`src/rtl/gbuf_read_streamer_pkg.sv`:
```
// gbuf_read_streamer_pkg: shared widths, FIFO depth default and FSM encoding
// for the global-buffer read streamer.
package gbuf_read_streamer_pkg;

    localparam int unsigned DEF_ADDR_W     = 32;
    localparam int unsigned DEF_DATA_W     = 16;
    localparam int unsigned DEF_LEN_W      = 16;
    localparam int unsigned DEF_FIFO_DEPTH = 4;
    localparam int unsigned STRIDE_W       = 16;

    typedef enum logic [1:0] {
        ST_IDLE  = 2'd0,
        ST_ISSUE = 2'd1,
        ST_DRAIN = 2'd2,
        ST_DONE  = 2'd3
    } state_e;

endpackage

```
`src/rtl/gbuf_read_streamer_if.sv`:
```
// gbuf_read_streamer_if: valid/ready output stream toward PE-array staging.
//   out_data  : stream word
//   out_valid : word present
//   out_ready : consumer accepts word
//   out_last  : final word of the burst (qualified by out_valid)
// master = streamer side, slave = consumer side.
interface gbuf_read_streamer_if
    import gbuf_read_streamer_pkg::*;
#(
    parameter int unsigned DATA_W = DEF_DATA_W
);
    logic [DATA_W-1:0] out_data;
    logic              out_valid;
    logic              out_ready;
    logic              out_last;

    modport master (output out_data, output out_valid, output out_last, input out_ready);
    modport slave  (input out_data, input out_valid, input out_last, output out_ready);
endinterface

```
`src/rtl/gbuf_read_streamer_stream_fifo.sv`:
```
// gbuf_read_streamer_stream_fifo: synchronous FIFO with occupancy count.
//   clk, rst      : clock, async active-high reset (flushes contents)
//   push_i/data   : write one entry
//   pop_i         : remove head entry (ignored when empty)
//   pop_data_o    : head entry
//   count_o       : number of stored entries
// DEPTH must be a power of two so the pointers wrap naturally.
module gbuf_read_streamer_stream_fifo #(
    parameter int unsigned WIDTH = 17,
    parameter int unsigned DEPTH = 4
) (
    input  logic                   clk,
    input  logic                   rst,
    input  logic                   push_i,
    input  logic [WIDTH-1:0]       push_data_i,
    input  logic                   pop_i,
    output logic [WIDTH-1:0]       pop_data_o,
    output logic [$clog2(DEPTH):0] count_o
);
    localparam int unsigned PTR_W = $clog2(DEPTH);
    localparam int unsigned CNT_W = PTR_W + 1;

    logic [WIDTH-1:0] mem_q [DEPTH];
    logic [WIDTH-1:0] mem_d [DEPTH];
    logic [PTR_W-1:0] wr_ptr_q, wr_ptr_d;
    logic [PTR_W-1:0] rd_ptr_q, rd_ptr_d;
    logic [CNT_W-1:0] count_q, count_d;
    logic             do_pop;

    // Pointer/count update; push and pop may coincide, even when full.
    always_comb begin
        mem_d    = mem_q;
        wr_ptr_d = wr_ptr_q;
        rd_ptr_d = rd_ptr_q;
        do_pop   = pop_i && (count_q != '0);
        if (push_i) begin
            mem_d[wr_ptr_q] = push_data_i;
            wr_ptr_d        = wr_ptr_q + PTR_W'(1);
        end
        if (do_pop) begin
            rd_ptr_d = rd_ptr_q + PTR_W'(1);
        end
        count_d = count_q + CNT_W'(push_i) - CNT_W'(do_pop);
    end

    always_ff @(posedge clk or posedge rst) begin
        if (rst) begin
            for (int i = 0; i < int'(DEPTH); i++) begin
                mem_q[i] <= '0;
            end
            wr_ptr_q <= '0;
            rd_ptr_q <= '0;
            count_q  <= '0;
        end else begin
            mem_q    <= mem_d;
            wr_ptr_q <= wr_ptr_d;
            rd_ptr_q <= rd_ptr_d;
            count_q  <= count_d;
        end
    end

    assign pop_data_o = mem_q[rd_ptr_q];
    assign count_o    = count_q;

    // Issue credit guarantees room for every returning read word.
    a_no_overflow: assert property (@(posedge clk) disable iff (rst)
        !(push_i && !do_pop && (count_q == CNT_W'(DEPTH))));

endmodule

```
`src/rtl/gbuf_read_streamer.sv`:
```
// gbuf_read_streamer: burst reader for the NPU global buffer. A start pulse
// issues `length` single-word reads, absorbs the 1-cycle SRAM latency and
// streams the words in order over out_if with full backpressure.
//   clk, rst            : clock, async active-high reset
//   start               : command pulse (honoured only when idle)
//   base_addr, length   : burst command, sampled on accepted start
//   stride              : address step (only with GBUF_STREAM_STRIDE_EN)
//   busy, done          : burst in progress / one-cycle completion pulse
//   buf_ce/we/addr/rdata: global buffer read port
//   out_if              : output stream (master modport)
// Build option: define GBUF_STREAM_STRIDE_EN for the stride port; otherwise
// the address advances by 1 per word.
module gbuf_read_streamer
    import gbuf_read_streamer_pkg::*;
#(
    parameter int unsigned ADDR_W     = DEF_ADDR_W,
    parameter int unsigned DATA_W     = DEF_DATA_W,
    parameter int unsigned LEN_W      = DEF_LEN_W,
    parameter int unsigned FIFO_DEPTH = DEF_FIFO_DEPTH
) (
    input  logic                clk,
    input  logic                rst,
    input  logic                start,
    input  logic [ADDR_W-1:0]   base_addr,
    input  logic [LEN_W-1:0]    length,
`ifdef GBUF_STREAM_STRIDE_EN
    input  logic [STRIDE_W-1:0] stride,
`endif
    output logic                busy,
    output logic                done,
    output logic                buf_ce,
    output logic                buf_we,
    output logic [ADDR_W-1:0]   buf_addr,
    input  logic [DATA_W-1:0]   buf_rdata,
    gbuf_read_streamer_if.master out_if
);
    localparam int unsigned CNT_W = $clog2(FIFO_DEPTH) + 1;
    localparam int unsigned CRD_W = CNT_W + 1;

    state_e              state_q, state_d;
    logic [ADDR_W-1:0]   addr_q, addr_d;
    logic [LEN_W-1:0]    issue_cnt_q, issue_cnt_d;
    logic                buf_ce_q, buf_ce_d;
    logic [ADDR_W-1:0]   buf_addr_q, buf_addr_d;
    logic                buf_last_q, buf_last_d;
    logic                pend_q, pend_d;
    logic                pend_last_q, pend_last_d;
    logic                busy_q, busy_d;
    logic                done_q, done_d;
    logic [ADDR_W-1:0]   start_inc, inc;
    logic [CNT_W-1:0]    fifo_count;
    logic [DATA_W:0]     fifo_rdata;
    logic                out_valid_c;
    logic                credit_ok;
    logic                last_pop;

`ifdef GBUF_STREAM_STRIDE_EN
    logic [ADDR_W-1:0]   inc_q, inc_d;

    always_comb begin
        inc_d = inc_q;
        if (state_q == ST_IDLE && start) begin
            inc_d = ADDR_W'(stride);
        end
    end

    always_ff @(posedge clk or posedge rst) begin
        if (rst) inc_q <= '0;
        else     inc_q <= inc_d;
    end

    assign start_inc = ADDR_W'(stride);
    assign inc       = inc_q;
`else
    assign start_inc = ADDR_W'(1);
    assign inc       = ADDR_W'(1);
`endif

    // Next-state and issue logic. A read is launched only when the FIFO can
    // hold it together with the two words still in the SRAM pipeline.
    always_comb begin
        state_d     = state_q;
        addr_d      = addr_q;
        issue_cnt_d = issue_cnt_q;
        buf_ce_d    = 1'b0;
        buf_addr_d  = buf_addr_q;
        buf_last_d  = 1'b0;
        done_d      = 1'b0;
        credit_ok   = (CRD_W'(fifo_count) + CRD_W'(buf_ce_q) + CRD_W'(pend_q))
                      < CRD_W'(FIFO_DEPTH);
        last_pop    = out_valid_c && out_if.out_ready && fifo_rdata[DATA_W];

        unique case (state_q)
            ST_IDLE: begin
                if (start) begin
                    if (length == '0) begin
                        state_d = ST_DONE;
                        done_d  = 1'b1;
                    end else begin
                        buf_ce_d    = 1'b1;
                        buf_addr_d  = base_addr;
                        addr_d      = base_addr + start_inc;
                        issue_cnt_d = length - LEN_W'(1);
                        buf_last_d  = (length == LEN_W'(1));
                        state_d     = (length == LEN_W'(1)) ? ST_DRAIN : ST_ISSUE;
                    end
                end
            end
            ST_ISSUE: begin
                if (credit_ok) begin
                    buf_ce_d    = 1'b1;
                    buf_addr_d  = addr_q;
                    addr_d      = addr_q + inc;
                    issue_cnt_d = issue_cnt_q - LEN_W'(1);
                    if (issue_cnt_q == LEN_W'(1)) begin
                        buf_last_d = 1'b1;
                        state_d    = ST_DRAIN;
                    end
                end
            end
            ST_DRAIN: begin
                if (last_pop && !buf_ce_q && !pend_q) begin
                    state_d = ST_DONE;
                    done_d  = 1'b1;
                end
            end
            ST_DONE: begin
                state_d = ST_IDLE;
            end
            default: begin
                state_d = ST_IDLE;
            end
        endcase

        pend_d      = buf_ce_q;
        pend_last_d = buf_last_q;
        busy_d      = (state_d == ST_ISSUE) || (state_d == ST_DRAIN);
    end

    always_ff @(posedge clk or posedge rst) begin
        if (rst) begin
            state_q     <= ST_IDLE;
            addr_q      <= '0;
            issue_cnt_q <= '0;
            buf_ce_q    <= 1'b0;
            buf_addr_q  <= '0;
            buf_last_q  <= 1'b0;
            pend_q      <= 1'b0;
            pend_last_q <= 1'b0;
            busy_q      <= 1'b0;
            done_q      <= 1'b0;
        end else begin
            state_q     <= state_d;
            addr_q      <= addr_d;
            issue_cnt_q <= issue_cnt_d;
            buf_ce_q    <= buf_ce_d;
            buf_addr_q  <= buf_addr_d;
            buf_last_q  <= buf_last_d;
            pend_q      <= pend_d;
            pend_last_q <= pend_last_d;
            busy_q      <= busy_d;
            done_q      <= done_d;
        end
    end

    // Word returned by the SRAM one cycle after issue is tagged with its last bit.
    gbuf_read_streamer_stream_fifo #(
        .WIDTH (DATA_W + 1),
        .DEPTH (FIFO_DEPTH)
    ) u_fifo (
        .clk         (clk),
        .rst         (rst),
        .push_i      (pend_q),
        .push_data_i ({pend_last_q, buf_rdata}),
        .pop_i       (out_if.out_ready),
        .pop_data_o  (fifo_rdata),
        .count_o     (fifo_count)
    );

    assign out_valid_c      = (fifo_count != '0);
    assign out_if.out_valid = out_valid_c;
    assign out_if.out_data  = fifo_rdata[DATA_W-1:0];
    assign out_if.out_last  = out_valid_c && fifo_rdata[DATA_W];

    assign busy     = busy_q;
    assign done     = done_q;
    assign buf_ce   = buf_ce_q;
    assign buf_we   = 1'b0;
    assign buf_addr = buf_addr_q;

endmodule

```
`src/flat_wrapper.sv`:
```
// flat-port wrapper written by rule: the top's interface ports become plain ports
module gbuf_read_streamer_flat import gbuf_read_streamer_pkg::*;
#(
    parameter int unsigned ADDR_W     = DEF_ADDR_W,
    parameter int unsigned DATA_W     = DEF_DATA_W,
    parameter int unsigned LEN_W      = DEF_LEN_W,
    parameter int unsigned FIFO_DEPTH = DEF_FIFO_DEPTH
)
  (clk, rst, start, base_addr, length, busy, done, buf_ce, buf_we, buf_addr, buf_rdata, out_if_out_data, out_if_out_valid, out_if_out_last, out_if_out_ready);
  gbuf_read_streamer_if #(.DATA_W(DATA_W)) out_if_i ();
  input  logic clk;
  input  logic rst;
  input  logic start;
  input  logic [ADDR_W-1:0] base_addr;
  input  logic [LEN_W-1:0] length;
  output logic busy;
  output logic done;
  output logic buf_ce;
  output logic buf_we;
  output logic [ADDR_W-1:0] buf_addr;
  input  logic [DATA_W-1:0] buf_rdata;
  output wire logic [$bits(out_if_i.out_data)-1:0] out_if_out_data;
  output wire logic [$bits(out_if_i.out_valid)-1:0] out_if_out_valid;
  output wire logic [$bits(out_if_i.out_last)-1:0] out_if_out_last;
  input wire logic [$bits(out_if_i.out_ready)-1:0] out_if_out_ready;
  assign out_if_out_data = out_if_i.out_data;
  assign out_if_out_valid = out_if_i.out_valid;
  assign out_if_out_last = out_if_i.out_last;
  assign out_if_i.out_ready = out_if_out_ready;
  gbuf_read_streamer #(.ADDR_W(ADDR_W), .DATA_W(DATA_W), .LEN_W(LEN_W), .FIFO_DEPTH(FIFO_DEPTH)) u_core (.clk(clk), .rst(rst), .start(start), .base_addr(base_addr), .length(length), .busy(busy), .done(done), .buf_ce(buf_ce), .buf_we(buf_we), .buf_addr(buf_addr), .buf_rdata(buf_rdata), .out_if(out_if_i));
endmodule
```
`config.mk`:
```
export PLATFORM = sky130hd
export DESIGN_NAME = gbuf_read_streamer_flat
export DESIGN_NICKNAME = d
export VERILOG_FILES = /design/src/rtl/gbuf_read_streamer_pkg.sv /design/src/rtl/gbuf_read_streamer_if.sv /design/src/rtl/gbuf_read_streamer_stream_fifo.sv /design/src/rtl/gbuf_read_streamer.sv /design/src/flat_wrapper.sv
export SDC_FILE = /design/constraint.sdc
export NUM_CORES = 1
export LEC_CHECK = 0
export ABC_AREA = 0
export BUFFER_PORTS_ARGS = -buffer_cell sky130_fd_sc_hd__buf_4
export CORE_MARGIN = 2
export CORE_UTILIZATION = 50
export CTS_CLUSTER_SIZE = 10
export DETAILED_ROUTE_END_ITERATION = 12
export GPL_TIMING_DRIVEN = 0
export PLACE_DENSITY = 0.73
export SLEW_MARGIN = 40
export SYNTH_ARGS = -nofsm -noshare
export SYNTH_HDL_FRONTEND = slang
export SYNTH_SLANG_ARGS = --single-unit
```
`constraint.sdc`:
```
create_clock -name clk -period 5.3 [get_ports clk]
set_clock_uncertainty 0.1 [all_clocks]
set_input_delay 1.06 -clock clk [delete_from_list [all_inputs] [get_ports clk]]
set_output_delay 1.06 -clock clk [all_outputs]
set_load 0.03 [all_outputs]
```
Word-level counts from Yosys, hierarchy flattened --
Cells that the tools add are included.
Word-level totals: output and inout bits 54, logic and storage cells 95, flip-flop bits (word level) 163, bits of input ports 68
Operators by class: bitwise gates (word level) 2, add/subtract/negate cells 10, multiplexer cells 38, magnitude comparators 4, equality and inequality tests 10, reductions and logical operators 14
Operator list (count):
- $mux W32 | 6
- $pmux W32 S2 | 2
- $bwmux W68 | 1
- $add A32 B1 Y32 const B | 2
- $mux W17 | 3
- $mux W16 | 3
- $bmux W17 S2 | 1
- $demux W17 S2 | 1
- $eq A16 B1 Y1 const B | 2
- $pmux W16 S2 | 1
- $sub A16 B1 Y16 const B | 2
- $logic_not A16 Y1 | 1
- $mux W2 | 6
- $mux W1 | 10
- $pmux W2 S4 | 1
- $eq A2 B2 Y1 const B | 3
- $ge A3 B3 Y1 const B | 2
- $logic_and A1 B1 Y1 | 6
- $not A2 Y3 | 2
- $pmux W1 S2 | 3
- $add A2 B1 Y2 const B | 2
- $add A3 B1 Y4 | 1
- $add A4 B1 Y4 | 1
- $eq A2 B1 Y1 const B | 2
- 12 further kinds | 14

Depth between registers and ports, before layout --
Gate-level depths: netlist of the first run.
depth after elaboration 11, mapped depth 15, gate-level depth less buffers 9

Cells and area by module --
A second synthesis of the first run with hierarchy kept.
Second synthesis, totals: cells, all modules 941, area total of the unflattened synthesis 9515.4 um^2
By module, submodules not included:
- gbuf_read_streamer | sequential area each 2202.1 um^2, cells each 745, area an instance 6043.3 um^2, instances 1
- gbuf_read_streamer_stream_fifo | sequential area each 1876.8 um^2, cells each 196, area an instance 3472.1 um^2, instances 1

Worst setup path after synthesis of the first run --
Ideal clock, no wire load.
path type register -> register, start reg u_core.state_q[1], end reg u_core.addr_q[28], period minus slack after synthesis 3.223 ns, arrival 3.002 ns, buffers on the path 5, path slack 2.077 ns, library setup time 0.121 ns, data required time 5.079 ns, cell stages (with the launch flop) 15, cell sequence dfrtp_1 buf_6 and2b_1 buf_2 buf_2 buf_2 clkbuf_1 nand2_1 nand2_1 ha_1 nand4b_2 nor3_4 nand3_2 o211a_1 o22a_1
On the way: cells in the longest elaborated chain, start to end 3, elaborated cells on any way between the ends 8, classes of those cells eq/ne (4); mux (1); reduce/logical (3)
RTL lines:
- from (decl) | RTL line gbuf_read_streamer.sv:40 | state_e state_q, state_d;
- from (signal assigned) | RTL line gbuf_read_streamer.sv:153 | state_q <= state_d;
- $eq A2 B1 Y1 or $logic_not A2 Y1 (tied branches) | RTL line gbuf_read_streamer.sv:93 | unique case (state_q)
- $ne A2 B1 Y1 (no line) (tied with other cells)
- $reduce_and A4 Y1 (no line)
- to (signal assigned) | RTL line gbuf_read_streamer.sv:154 | addr_q <= addr_d;
- to (decl) | RTL line gbuf_read_streamer.sv:41 | logic [ADDR_W-1:0] addr_q, addr_d;
Parallel ways exist; a longest one is shown, timed or not. A chain may end at the register's enable or synchronous reset.

Final worst setup path of the first run --
start reg u_core.state_q[0], end reg u_core.addr_q[28]
The elaborated chain is that of the path after synthesis.

==> qor.yml, run 1 <==
place:
  port_buffers: 120
  dp_cells: 1268
  dpl.hpwl_um: 19300
  gp_congestion: 0.908
setup_path:
  worstPathRequired_ns: 5.53
  crit_fanout: 10
  end_kind: "flip-flop"
  startpoint_type: "flip-flop"
  ff2ff_path_depth: 14
  critical_path_class: "reg -> reg"
  ff2ff_setup_slack_ns: 0.71
  arrival_ns: 4.81
floorplanning:
  die_area_um2: 19700
  pin_count: 122
  coreArea_um2: 18100
  die_h_um: 141
  start_util_pct: 51.4
  die_w_um: 141
  rows: 49
detailed_routing:
  first_pass_iters: 5
  via_count: 8038
  post_drt_wl_per_cell_um: 20.7
  ant_nets: 0
  drc: 0
  drt_wl_total_um: 26900
  viasPerCell: 6.18
  drt_iter0_markers: 781
yosys:
  synth_ff_type: "dfrtp_1"
  synth_common_cells: "163 x dfrtp_1, 104 x nand2_1, 74 x mux2_2, 74 x nor2_1, 63 x a21oi_1"
  ys_seq_elements: 163
  synth-async-reset-ratio_pct: 100
  syn-cell-area_um2: 9320
  synth-edff-count: 0
  synth_most_common_cell: "dfrtp_1"
  synth_cells: 911
  synth.distinct_cells: 87
  yosysWarnings: 0
  synthTopCellsByArea: "dfrtp_1 44%, mux2_2 8.9%, nand2_1 4.2%"
  ys_seq_area_share_pct: 43.8
  syn_nets: 994
  yosysTopAreaCell: "dfrtp_1"
  synth_area_per_cell_um2: 10.2
  yosysTopAreaCellShare_pct: 43.8
clocking:
  cts.clk_slew.worst_paths_ns: 0.07
  postCtsHoldBufs: 0
  clock_latency_ns: 0.45
  cts.sinks: 163
  cts_root_buf: "clkbuf_16"
  cts_resized: 0
  htree_levels: 4
  cts_buffer_depth: 2
  numCtsBuffers: 17
  postCtsSetupRepairBufs: 0
  cts_tree: "done"
timing:
  finalCriticalPeriod_ns: 4.59
  setup_tns_ns: 0
  worstMarginPinSlew_ns: 0.839
  fmax_ghz: 0.218
  setup_viol_count_final: 0
  maxSlewHeadroom_pct: 43.6
  drv_slew: 0
  fin_crit_sh_pct: 86.5
  hold_viol_final: 0
  rsz0062_at_grt: "no"
power:
  power.total_mw: 7.65
  irDropWorstVdd_mv: 0.355
  p_comb_share_pct: 53.4
  internal-power_mw: 4.14
  p_per_area_nw_per_um2: 676
  p_leak_nw: 4.87
  p_clk_share_pct: 16.5
  power_frac_seq_pct: 30.1
  p_sw_share_pct: 45.9
  p_sw_mw: 3.51
global_routing:
  grt_first_pass_wirelength_um: 42800
  grt_pass1_vias: 7883
  grt_max_degree: 26
  grt_usage_pct: 27.9
  antenna_found_initial: 0
  gr-total-overflow: 0
layout:
  drive_above_1_share_pct: 28.2
  n_antenna_cell: 0
  layout.cells.non_filler: 1300
  nNetsFinal: 1141
  syn_to_final_growth_pct: 21.5
worst_hold_path:
  hold_depth: 0
  hold_path.class: "reg -> reg"
job:
  maxCapViolCount: 0
outcome:
  outcome: "completed"
worst max-delay path: stages, from the launching register on:
cell and delay [ns]:
dfrtp_1 0.32, buf_2 0.23, and2b_1 0.38, buf_2 0.31, buf_2 0.33, buf_2 0.32, clkbuf_1 0.59, nand2_1 0.11
nand2_1 0.10, ha_1 0.23, nand4b_2 0.37, nor3_4 0.52, nand3_2 0.15, o211a_1 0.24, o22a_1 0.17
layer usage:
layer	wire length, um	GRT usage (%)
met1	11200	37.6
met2	12700	45.4
met3	2200	5.57
met4	720	9.58
met5	0	0
cells by family (layout without fill, tap and decap cells):
family | after synthesis | in the layout | share of synthesized area, %
AOI/OAI and AO/OA | 205 | 205 | 14.3
xor gates and xnor gates | 19 | 19 | 1.79
adders and majority gates | 15 | 15 | 2.09
buffers and inverters | 73 | 233 | 3.67
DFF | 163 | 163 | 43.8
muxes | 125 | 125 | 17.4
other | 1 | 1 | 0.0402
and+or+nand+nor | 310 | 310 | 17.0
metrics by stage:
| stage | util, % | setup WS [ns] | hold slack [ns] | area (um2) |
|---|---|---|---|---|
| 6_report | 62.4 | 0.715 | 0.263 | 11300 |
| 3_5_place_dp | 59.0 | 0.925 | 0.251 | 10700 |
| 4_1_cts | 62.4 | 0.894 | 0.267 | 11300 |
| 2_1_floorplan | - | 2.07 | 0.231 | 9320 |
| 3_3_place_gp | 57.9 | 0.871 | 0.234 | 10500 |
| 5_1_grt | 62.4 | 0.449 | 0.281 | 11300 |
final cells by class:
class | count | area (um2)
clock inverters | 15 | 185
repair buffers | 128 | 1100
clock buffers | 17 | 425
plain buffers | 52 | 265
fillers | 1488 | 6830
well taps | 229 | 287
inverters | 21 | 82.6
multi-input cells | 675 | 4900
flip-flops and latches | 163 | 4080
sequential cells by signal, indices dropped and copies added, names as in the netlist, 2 cells and up:
name / count
u_core.state_q: 2
u_core.u_fifo.mem_q: 68
u_core.buf_addr: 32
u_core.u_fifo.wr_ptr_q: 2
u_core.u_fifo.count_o: 3
u_core.u_fifo.rd_ptr_q: 2
u_core.addr_q: 32
u_core.issue_cnt_q: 16
worst paths after layout:
| path | startpoint | end |
|---|---|---|
| min reg2reg | u_core.buf_last_q | u_core.pend_last_q |
| max | u_core.state_q[0] | u_core.addr_q[28] |
| max in group asynchronous | rst | u_core.addr_q[3] |
| min | u_core.buf_last_q | u_core.pend_last_q |
| max reg2reg | u_core.state_q[0] | u_core.addr_q[28] |
| min in group asynchronous | rst | u_core.u_fifo.mem_q[11] |
power by group through the flow:
stage,Combinational [mW],Clock [mW],Sequential [mW]
CTS,4.05,1.27,2.29
detailed placement,4.04,0,2.31
finish,4.09,1.26,2.30
global placement,3.94,0,2.28
global route,4.38,1.33,2.37
floorplan,2.56,0,2.44
cells in the final DEF, fill, tap and decap left out, types with 9 or more instances in the layout:
master     count
o31ai_1        9
clkbuf_16     17
ha_1          14
mux4_2        17
a21oi_1       63
nor3_1        17
a31oi_1       20
buf_2         11
nand2_1      104
clkbuf_1      27
nor4_1        12
buf_4        121
mux2_2        74
and2_1        11
nor2_1        74
mux2i_1       25
inv_1         19
and3_1        18
o21ai_0       36
dfrtp_1      163
nand3_1       17
xnor2_1       13
o211ai_1      10
Note: power is estimated with default switching activity, not from simulation.
==> run 2: changes to the inputs <==
--- a/config.mk
+++ b/config.mk
@@ -5,7 +5,7 @@
 export SDC_FILE = /design/constraint.sdc
 export NUM_CORES = 1
 export LEC_CHECK = 0
-export ABC_AREA = 0
+export ABC_AREA = 1
 export BUFFER_PORTS_ARGS = -buffer_cell sky130_fd_sc_hd__buf_4
 export CORE_MARGIN = 2
 export CORE_UTILIZATION = 50
==> run 2 against run 1 <==
  * Non-clock buffer count increased by 3
  * Clock power decreased by 3%
  * Clock-buffer cell count increased by 7
  * Setup slack improved by 1.1 ns
  * Total power decreased by 0.26%
  * Sequential power decreased by 4%
  * Die area decreased by 1.8%
  * Critical endpoint is now out_if_out_data[15]
  * Highest routed layer unchanged
==> qor.yml, run 2 <==
setup_path:
  cpLargestDelayFamily: "buffers and inverters"  # unchanged
  worst_path_most_repeated_cell: "clkbuf_1"  # was buf_2
  worst-path-buf-inv: 4  # was 5
  ff2ff_path_depth: 10  # was 14
  worstSetupStartpoint: "u_core.u_fifo.rd_ptr_q[1]"  # was u_core.state_q[0]
  arrival_ns: 2.29  # was 4.81 ns
  slowest_stage: "clkbuf_1"  # unchanged
  startpoint_type: "flip-flop"  # unchanged
  crit_end: "out_if_out_data[15]"  # was u_core.addr_q[28]
  r2r-start: "u_core.state_q[0]"  # unchanged
  cp_cell_sequence: "clkbuf_1, inv_1, clkbuf_1, o21ai_0, o22ai_1, buf_4"  # was buf_2, and2b_1, buf_2, buf_2, buf_2, clkbuf_1, nand2_1, nand2_1, ha_1, nand4b_2, nor3_4, nand3_2, o211a_1, o22a_1
  crit_fanout: 10  # unchanged
  regToRegEndpoint: "u_core.addr_q[29]"  # was u_core.addr_q[28]
  critical_path_class: "reg -> out"  # was reg -> reg
  ff2ff_setup_slack_ns: 2.92  # was 0.71 ns
  end_kind: "output port"  # was flip-flop
  crit_cells: 6  # was 14
  cpPeakStageDelay_ns: 0.40  # was 0.59 ns
  worstPathRequired_ns: 4.14  # was 5.53 ns
layout:
  fill_cells: 1617  # was 1488
  regMostFlops: "u_core.u_fifo.mem_q"  # unchanged
  most-common-layout-cells: "341 x nand2_1, 175 x o21ai_0, 163 x nor2_1, 163 x dfrtp_1, 124 x buf_4"  # was 163 x dfrtp_1, 121 x buf_4, 104 x nand2_1
  drive_above_1_share_pct: 15.4  # was 28.2%
  final_common_cell: "nand2_1"  # was dfrtp_1
  fin_area_um2: 11100  # was 11300 um2
  n_antenna_cell: 0  # unchanged
  nNetsFinal: 1492  # was 1141
  largest_reg_flops: 68  # unchanged
  syn_to_final_growth_pct: 21.6  # was 21.5%
yosys:
  yosysWarnings: 0  # unchanged
  syn_nets: 1345  # was 994
  synth_common_cells: "341 x nand2_1, 175 x o21ai_0, 163 x dfrtp_1, 163 x nor2_1, 124 x inv_1"  # was 163 x dfrtp_1, 104 x nand2_1, 74 x mux2_2, 74 x nor2_1, 63 x a21oi_1
  synth_cells: 1262  # was 911
  synth-edff-count: 0  # unchanged
  synthAdderAreaFrac_pct: 2.13  # was 2.09%
  yosys-mux-area-fraction_pct: 0  # was 17.4%
  synth_most_common_cell: "nand2_1"  # was dfrtp_1
  synth_area_per_cell_um2: 7.25  # was 10.2 um2
  synth.distinct_cells: 37  # was 87
  synth_ff_type: "dfrtp_1"  # unchanged
  yosysTopAreaCellShare_pct: 44.6  # was 43.8%
  synth_simple_gate_area_share_pct: 30.9  # was 17.0%
  ys_seq_area_share_pct: 44.6  # was 43.8%
  synth_compound_area_share_pct: 12.8  # was 14.3%
  yosysTopAreaCell: "dfrtp_1"  # unchanged
  synth_xor_area_share_pct: 1.34  # was 1.79%
  synthTopCellsByArea: "dfrtp_1 45%, nand2_1 14%, o21ai_0 9.6%"  # was dfrtp_1 44%, mux2_2 8.9%, nand2_1 4.2%
  synth_top_family_by_area: "simple AND/OR/NAND/NOR gates"  # was multiplexers
  ys_seq_elements: 163  # unchanged
  syn-cell-area_um2: 9150  # was 9320 um2
  synth-async-reset-ratio_pct: 100  # unchanged
power:
  power_frac_seq_pct: 29.0  # was 30.1%
  p_comb_share_pct: 55.0  # was 53.4%
  internal-power_mw: 3.94  # was 4.14 mW
  p_per_area_nw_per_um2: 686  # was 676 nW/um2
  irDropWorstVdd_mv: 0.486  # was 0.355 mV
  p_clk_share_pct: 16.0  # was 16.5%
  p_leak_nw: 5.53  # was 4.87 nW
  p_sw_share_pct: 48.4  # was 45.9%
  p_sw_mw: 3.69  # was 3.51 mW
detailed_routing:
  wl_met2_um: 12900  # was 12700 um
  dr.max_layer_used: "met4"  # unchanged
  via_count: 8881  # was 8038
  drt_wl_total_um: 26300  # was 26900 um
  first_pass_iters: 8  # was 5
  drc: 0  # unchanged
  route.met3.wl_um: 1640  # was 2200 um
  post_drt_wl_per_cell_um: 15.9  # was 20.7 um
  ant_nets: 0  # unchanged
  viasPerCell: 5.38  # was 6.18
  drt_iter0_markers: 580  # was 781
  m1WireLength_um: 10900  # was 11200 um
global_routing:
  grt_pass1_vias: 8536  # was 7883
  grt_first_pass_wirelength_um: 42800  # about the same
  grt_usage_pct: 27.7  # was 27.9%
  gr-total-overflow: 0  # unchanged
  antenna_found_initial: 0  # unchanged
  grt_max_degree: 25  # was 26
floorplanning:
  coreArea_um2: 18000  # was 18100 um2
  die_w_um: 139  # was 141 um
  die_area_um2: 19400  # was 19700 um2
  start_util_pct: 50.9  # was 51.4%
  rows: 49  # unchanged
  pin_count: 122  # unchanged
  die_h_um: 139  # was 141 um
clocking:
  clock_latency_ns: 0.43  # was 0.45 ns
  postCtsSetupRepairBufs: 0  # unchanged
  cts_buffer_depth: 2  # unchanged
  cts_root_buf: "clkbuf_16"  # unchanged
  cts.clk_slew.worst_paths_ns: 0.06  # was 0.07 ns
  cts_resized: 0  # unchanged
  numCtsBuffers: 17  # unchanged
  cts.sinks: 163  # unchanged
  cts_tree: "done"  # unchanged
  postCtsHoldBufs: 0  # unchanged
  htree_levels: 4  # unchanged
place:
  dpl.hpwl_um: 19600  # was 19300 um
  place_area_um2: 10600  # was 10700 um2
  port_buffers: 120  # unchanged
  gp_congestion: 0.933  # was 0.908
timing:
  hold_viol_final: 0  # unchanged
  maxSlewHeadroom_pct: 57.6  # was 43.6%
  drv_slew: 0  # unchanged
  worstMarginPinSlew_ns: 0.629  # was 0.839 ns
  finalCriticalPeriod_ns: 3.45  # was 4.59 ns
  rsz0062_at_grt: "no"  # unchanged
  fmax_ghz: 0.290  # was 0.218 GHz
  fin_crit_sh_pct: 65.1  # was 86.5%
  holdWs_ns: 0.251  # was 0.263 ns
  setup_viol_count_final: 0  # unchanged
  setup_tns_ns: 0  # unchanged
worst_hold_path:
  hold_path.class: "reg -> reg"  # unchanged
outcome:
  outcome: "completed"  # unchanged
job:
  maxCapViolCount: 0  # unchanged
run 2: cell count changes after synthesis, moves of 13 or more:
cell,change
a31oi_1,-14
inv_1,+104
mux2_2,-74
mux4_2,-17
nor3_1,-13
o21ai_0,+139
mux2i_1,-25
and3_1,-18
nand2_1,+237
nand3_1,+87
nand2_2,+13
a21oi_1,-48
nor2_1,+89
run 2: cell families (layout without fill, tap and decap cells):
kind of cell               Yosys count  count (layout)
xor gates and xnor gates            14              14
and+or+nand+nor                    661             661
DFF                                163             163
AOI/OAI and AO/OA                  224             224
adders and majority gates           15              15
buffers and inverters              184             343
other                                1               1
run 2: through the flow:
stage          std cells  util, %  power [mW]  worst slack (ns)
6_report            1650     61.9        7.63              1.85
5_1_grt             1650     61.9        8.24              1.72
4_1_cts             1650     61.9        7.64              1.87
3_5_place_dp        1619     58.8        6.40              2.18
3_3_place_gp        1611     57.6        6.28             0.998
2_1_floorplan       1262        -        5.01              2.07
run 2: layout make-up:
cell class	instances	area, um2	area share [%]
plain buffers	55	272	2.44
clock buffers	24	472	4.24
clock inverters	7	101	0.911
inverters	129	490	4.41
multi-input cells	915	4310	38.8
flip-flops and latches	163	4080	36.7
well taps	229	287	2.57
repair buffers	128	1110	10.0
run 2: routing by layer:
layer  vias to the layer above  track usage (%)
met1                      4142             35.3
met4                         0             12.1
met2                       344             47.1
met5                         -                0
li1                       4334                -
met3                        61             3.92
run 2: power by group through the flow:
stage	sequential (mW)	combinational, mW	clock, mW
global route	2.28	4.67	1.29
detailed placement	2.22	4.18	0
global placement	2.21	4.07	0
floorplan	2.40	2.60	0
finish	2.21	4.20	1.22
CTS	2.21	4.20	1.23
run 2: how the worst min path moves through the flow:
| stage | to | slack (ns) | cells after the start | from |
|---|---|---|---|---|
| after CTS | u_core.pend_last_q | 0.25 | 0 | u_core.buf_last_q |
| after floorplan | u_core.pend_last_q | 0.23 | 0 | u_core.buf_last_q |
| after detailed placement | u_core.pend_last_q | 0.24 | 0 | u_core.buf_last_q |
| after global placement | u_core.pend_last_q | 0.24 | 0 | u_core.buf_last_q |
| after global routing | u_core.pend_last_q | 0.27 | 0 | u_core.buf_last_q |
| final | u_core.pend_last_q | 0.25 | 0 | u_core.buf_last_q |
run 2: worst reg2reg max path, cell delays in order (launching register included):
cell,delay (ns)
dfrtp_1,0.36
buf_4,0.18
clkbuf_1,0.31
nand3_1,0.19
nand2_1,0.15
nor2_1,0.21
nand2_1,0.13
nor2_1,0.36
nand3_1,0.12
nand2_1,0.08
nand3_1,0.08
